[src/rtl/if_stage.sv]
// Instruction-fetch stage: owns the PC, fetches over a req/gnt + rvalid bus, and
// drives the IF/ID register with a one-entry skid buffer for ID back-pressure.
module if_stage #(
    parameter logic [31:0] RESET_PC  = 32'h0000_0000,
    parameter logic [31:0] NOP_INSTR = 32'h0000_0013
) (
    input  logic        clk,
    input  logic        rst,
    output logic        imem_req,
    output logic [31:0] imem_addr,
    input  logic        imem_gnt,
    input  logic        imem_rvalid,
    input  logic [31:0] imem_rdata,
    input  logic        id_stall,
    input  logic        redirect,
    input  logic [31:0] redirect_pc,
    output logic        if_id_valid,
    output logic [31:0] if_id_pc,
    output logic [31:0] if_id_pc4,
    output logic [31:0] if_id_instr
);

    typedef enum logic [1:0] {S_REQ, S_WAIT, S_HOLD, S_DROP} state_t;

    state_t      state_q, state_d;
    logic [31:0] pc_q, pc_d;
    logic [31:0] fetch_pc_q;
    logic [31:0] skid_pc_q, skid_instr_q;
    logic        valid_q, valid_d;
    logic [31:0] id_pc_q, id_pc_d;
    logic [31:0] id_pc4_q, id_pc4_d;
    logic [31:0] id_instr_q, id_instr_d;

    logic accept;
    logic req;
    logic fire;
    logic load_mem;
    logic load_skid;
    logic load_from_skid;

    always_comb begin
        accept         = !valid_q || !id_stall;
        state_d        = state_q;
        req            = 1'b0;
        load_mem       = 1'b0;
        load_skid      = 1'b0;
        load_from_skid = 1'b0;

        case (state_q)
            S_REQ: begin
                req = 1'b1;
                if (imem_gnt) state_d = S_WAIT;
            end
            S_WAIT: begin
                if (imem_rvalid) begin
                    if (accept) begin
                        // Back-to-back: issue the next fetch in the cycle the data lands.
                        req      = 1'b1;
                        load_mem = 1'b1;
                        state_d  = imem_gnt ? S_WAIT : S_REQ;
                    end else begin
                        load_skid = 1'b1;
                        state_d   = S_HOLD;
                    end
                end
            end
            S_HOLD: begin
                if (!id_stall) begin
                    load_from_skid = 1'b1;
                    state_d        = S_REQ;
                end
            end
            S_DROP: begin
                if (imem_rvalid) state_d = S_REQ;
            end
            default: state_d = S_REQ;
        endcase

        // A redirect with a fetch still in flight must swallow its late response.
        if (redirect) begin
            req            = 1'b0;
            load_mem       = 1'b0;
            load_skid      = 1'b0;
            load_from_skid = 1'b0;
            state_d        = ((state_q == S_WAIT || state_q == S_DROP) && !imem_rvalid)
                             ? S_DROP : S_REQ;
        end

        if (rst) req = 1'b0;

        fire = req && imem_gnt;

        if (redirect)  pc_d = redirect_pc & ~32'h3;
        else if (fire) pc_d = pc_q + 32'd4;
        else           pc_d = pc_q;

        valid_d    = valid_q;
        id_pc_d    = id_pc_q;
        id_pc4_d   = id_pc4_q;
        id_instr_d = id_instr_q;
        if (redirect) begin
            valid_d    = 1'b0;
            id_instr_d = NOP_INSTR;
        end else if (load_mem) begin
            valid_d    = 1'b1;
            id_pc_d    = fetch_pc_q;
            id_pc4_d   = fetch_pc_q + 32'd4;
            id_instr_d = imem_rdata;
        end else if (load_from_skid) begin
            valid_d    = 1'b1;
            id_pc_d    = skid_pc_q;
            id_pc4_d   = skid_pc_q + 32'd4;
            id_instr_d = skid_instr_q;
        end else if (valid_q && !id_stall) begin
            valid_d    = 1'b0;
            id_instr_d = NOP_INSTR;
        end
    end

    always_ff @(posedge clk) begin
        if (rst) begin
            state_q    <= S_REQ;
            pc_q       <= RESET_PC;
            valid_q    <= 1'b0;
            id_pc_q    <= 32'h0;
            id_pc4_q   <= 32'h0;
            id_instr_q <= NOP_INSTR;
        end else begin
            state_q    <= state_d;
            pc_q       <= pc_d;
            valid_q    <= valid_d;
            id_pc_q    <= id_pc_d;
            id_pc4_q   <= id_pc4_d;
            id_instr_q <= id_instr_d;
        end
    end

    // Datapath-only registers: qualified by FSM state, so no reset needed.
    always_ff @(posedge clk) begin
        if (fire) fetch_pc_q <= pc_q;
        if (load_skid) begin
            skid_pc_q    <= fetch_pc_q;
            skid_instr_q <= imem_rdata;
        end
    end

    assign imem_req    = req;
    assign imem_addr   = pc_q;
    assign if_id_valid = valid_q;
    assign if_id_pc    = id_pc_q;
    assign if_id_pc4   = id_pc4_q;
    assign if_id_instr = id_instr_q;

endmodule

[config.mk]
export PLATFORM = sky130hd
export DESIGN_NAME = if_stage
export DESIGN_NICKNAME = d
export VERILOG_FILES = /design/src/rtl/if_stage.sv
export SDC_FILE = /design/constraint.sdc
export NUM_CORES = 1
export LEC_CHECK = 0
export ABC_AREA = 1
export BUFFER_PORTS_ARGS = -buffer_cell sky130_fd_sc_hd__buf_2
export CORE_MARGIN = 3
export CORE_UTILIZATION = 45
export CTS_CLUSTER_DIAMETER = 50
export DETAILED_ROUTE_END_ITERATION = 8
export PLACE_DENSITY = 0.73
export SETUP_SLACK_MARGIN = 0.5
export SYNTH_ARGS = -nofsm -noshare
export SYNTH_HDL_FRONTEND = slang
export SYNTH_SLANG_ARGS = --single-unit
[constraint.sdc]
create_clock -name clk -period 5.2 [get_ports clk]
set_clock_uncertainty 0.2 [all_clocks]
set_input_delay 0.26 -clock clk [delete_from_list [all_inputs] [get_ports clk]]
set_output_delay 0.26 -clock clk [all_outputs]
set_load 0.1 [all_outputs]
==> metrics.csv <==
metric,value,unit
fillers,1991,
setup_viol,0,
cts_resized,0,
rsz0062_at_grt,no,
wl_per_cell,15.3,microns
num_vias,9075,
hp-start,redirect,
synth_edf_count,92,
ant_nets,0,
regToRegStartpoint,state_q[0],
die_x,156,microns
antenna_found_initial,0,
drc,0,
grt_pass1_wl,43200,microns
cp_max_fo,46,
rows,54,
grt_pass1_vias,8523,
dieHeight,156,microns
start_util,46.0,%
relSlewSlack,43.4,%
clk_latency,520,ps
area_delta_synth_final,25.6,%
clkTransAtPathRegs,60,ps
wl,27000,microns
grt_usage,21.5,%
run_status,finished clean,
post_cts_buffers,0,
max_freq,303,MHz
yosys_warnings,0,
end_kind,flip-flop,
grt-ovfl-total,0,
routabilityCongestion,0.899,
worst-path-buf-inv,8,
clkSinkCount,217,
drt_iter0_markers,589,
synth-seq-area-share,52.3,%
firstDrtPassIters,7,
seq_area,5270,sq um
ir_worst_vdd,0.306,mV
multi_input_area,4010,sq um
drv_cap,0,
synthCells,1218,
async_flop_share,0,%
antenna_cells,0,
setup_slack,1900,ps
pin_count,200,
drive_gt1_share,21.8,%
numCtsBuffers,27,
arrival,3560,ps
rr_worst_depth,12,
crit_type,input pin to flip-flop,
cts_hold_buf,66,
nets,1529,
hold_viol,0,
critical_path.startpoint,id_stall,
hold_ws,57.3,ps
pwr_density_cell,342,nW/um^2
p_leak,5.49,nW
path_delay_family,buffers and inverters,
holdPathStages,4,
via_per_inst,5.17,
critical_path.slowest_cell,dlygate4sd3_1,
worstHoldPathType,input pin to flip-flop,
yosys.cell_types.count,47,
ys_ff_latch,217,
synth.avg_cell_area,8.26,sq um
cts_tree,built,
worst_setup_path_start_kind,input pin,
critical_path.cell_chain,"dlygate4sd3_1, buf_2, inv_1, nand4_1, inv_2, nor2_4, buf_4, inv_2, buf_4, nand2_1, o21bai_1, nand3_1, nand2_1, inv_1",
slew_violations,0,
layout_min_cycle_time,3300,ps
dp_cells,1642,
max_stage_delay,560,ps
finalCritPeriodShare,63.4,%
coreArea,21900,sq um
cts_max_level,1,
grt_max_degree,65,
cts_max_path_buffers,3,
crit_required,5470,ps
syn_area,10100,sq um
hpwl,18200,microns
instances_no_fill,1757,
place_ws,1610,ps
tightest_slew,848,ps
port_buffers,191,
ys_dominant_reg_cell,dfxtp_1,
die_area,24200,sq um
fin_setup_tns,0,ps
cp_num_cells,14,
root_buffer,clkbuf_16,
-- synth_stat cells, drive strengths merged (6+ instances only) --
cell type	count	area, sq um
a31oi	36	225
buf	32	231
edfxtp	92	2760
or2	6	37.5
clkbuf	29	109
nor2	136	619
nand4	17	106
nand2	341	1340
inv	126	475
dfxtp	125	2500
nor3	15	75.1
nand3	68	378
o211ai	13	97.6
a211oi	8	60.1
o21ai	88	489
xor2	7	61.3
a21oi	52	272
-- kinds of logic after synthesis --
kind of cell / Yosys count / synth area share (%)
other: 1 / 0.0373
XOR/XNOR: 11 / 0.957
AND/OR/NAND/NOR: 589 / 25.8
flip-flops: 217 / 52.3
adder cells (fa/ha/maj): 2 / 0.249
buffers and inverters: 189 / 8.18
AO/OA/AOI/OAI: 209 / 12.4
-- path summary, 6_finish.rpt --
path	endpoint	slack (ps)
setup / recovery	if_id_pc4[23]	1900
hold / removal	imem_addr[11]	60
setup reg to reg	if_id_pc4[23]	1920
hold reg to reg	skid_pc_q[12]	250
-- final cells by class --
type,instances,share of cell area (%)
well taps,280,2.77
flip-flops and latches,217,41.7
repair buffers,266,13.3
multi-input cells,817,31.7
clock buffers,34,5.79
clock inverters,15,0.950
inverters,128,3.82
-- per-stage QoR --
step | utilization (%) | instance area, sq um | total power [W]
floorplan | - | 10100 | 0.00244
global placement | 50.8 | 11100 | 0.00256
detailed placement | 50.8 | 11100 | 0.00257
CTS | 57.7 | 12600 | 0.00436
global route | 57.7 | 12600 | 0.00448
finish | 57.7 | 12600 | 0.00433
-- placed cells by master, fill, tap and decap left out, types with 3 or more instances in the layout --
cell type,instances
or2_2,6
a21oi_2,3
conb_1,6
inv_1,114
inv_2,10
nand3_4,3
edfxtp_1,92
xor2_1,7
o21ai_1,9
buf_4,9
nand3b_1,3
clkinv_1,5
nor2_1,113
xnor2_1,4
nor3_1,15
nor2_2,13
nand2_2,18
a211oi_1,7
nand4_1,17
nand2_1,321
o21ai_2,10
o211ai_1,13
o311ai_0,3
a221oi_1,3
nand3_1,65
clkbuf_8,3
clkbuf_1,4
clkbuf_16,27
dlygate4sd3_1,66
clkinv_2,3
a21oi_1,49
inv_8,3
buf_2,191
dfxtp_1,125
nor2_4,9
o21ai_0,68
a31oi_1,36
-- power by group --
group          total, W  switching, W  internal (W)  leakage [nW]
combinational  0.000693      0.000547      0.000146          3.21
sequential      0.00189     0.0000540       0.00183          1.86
clock           0.00175      0.000734       0.00102         0.417
-- routing by layer --
metal  share of wire, %  up-vias  global-route usage [%]
met5                  0        -                       0
met4                2.7        0                    6.79
met3                6.9       51                    3.27
met2                 46      342                    34.8
met1                 44     4179                    29.9
li1                   -     4503                       -
-- flip-flops by register name, summed over array words and instances, names as in the netlist --
signal	count
if_id_valid	1
imem_addr	30
skid_instr_q	32
if_id_pc	30
state_q	2
if_id_instr	32
fetch_pc_q	30
skid_pc_q	30
if_id_pc4	30
-- worst min-delay path, delay by kind of cell --
| kind | cells | cell delay [ps] |
|---|---|---|
| AO/OA/AOI/OAI | 1 | 60 |
| buffers and inverters | 2 | 270 |
| AND/OR/NAND/NOR | 1 | 120 |
(Power assumes the default switching activity.)
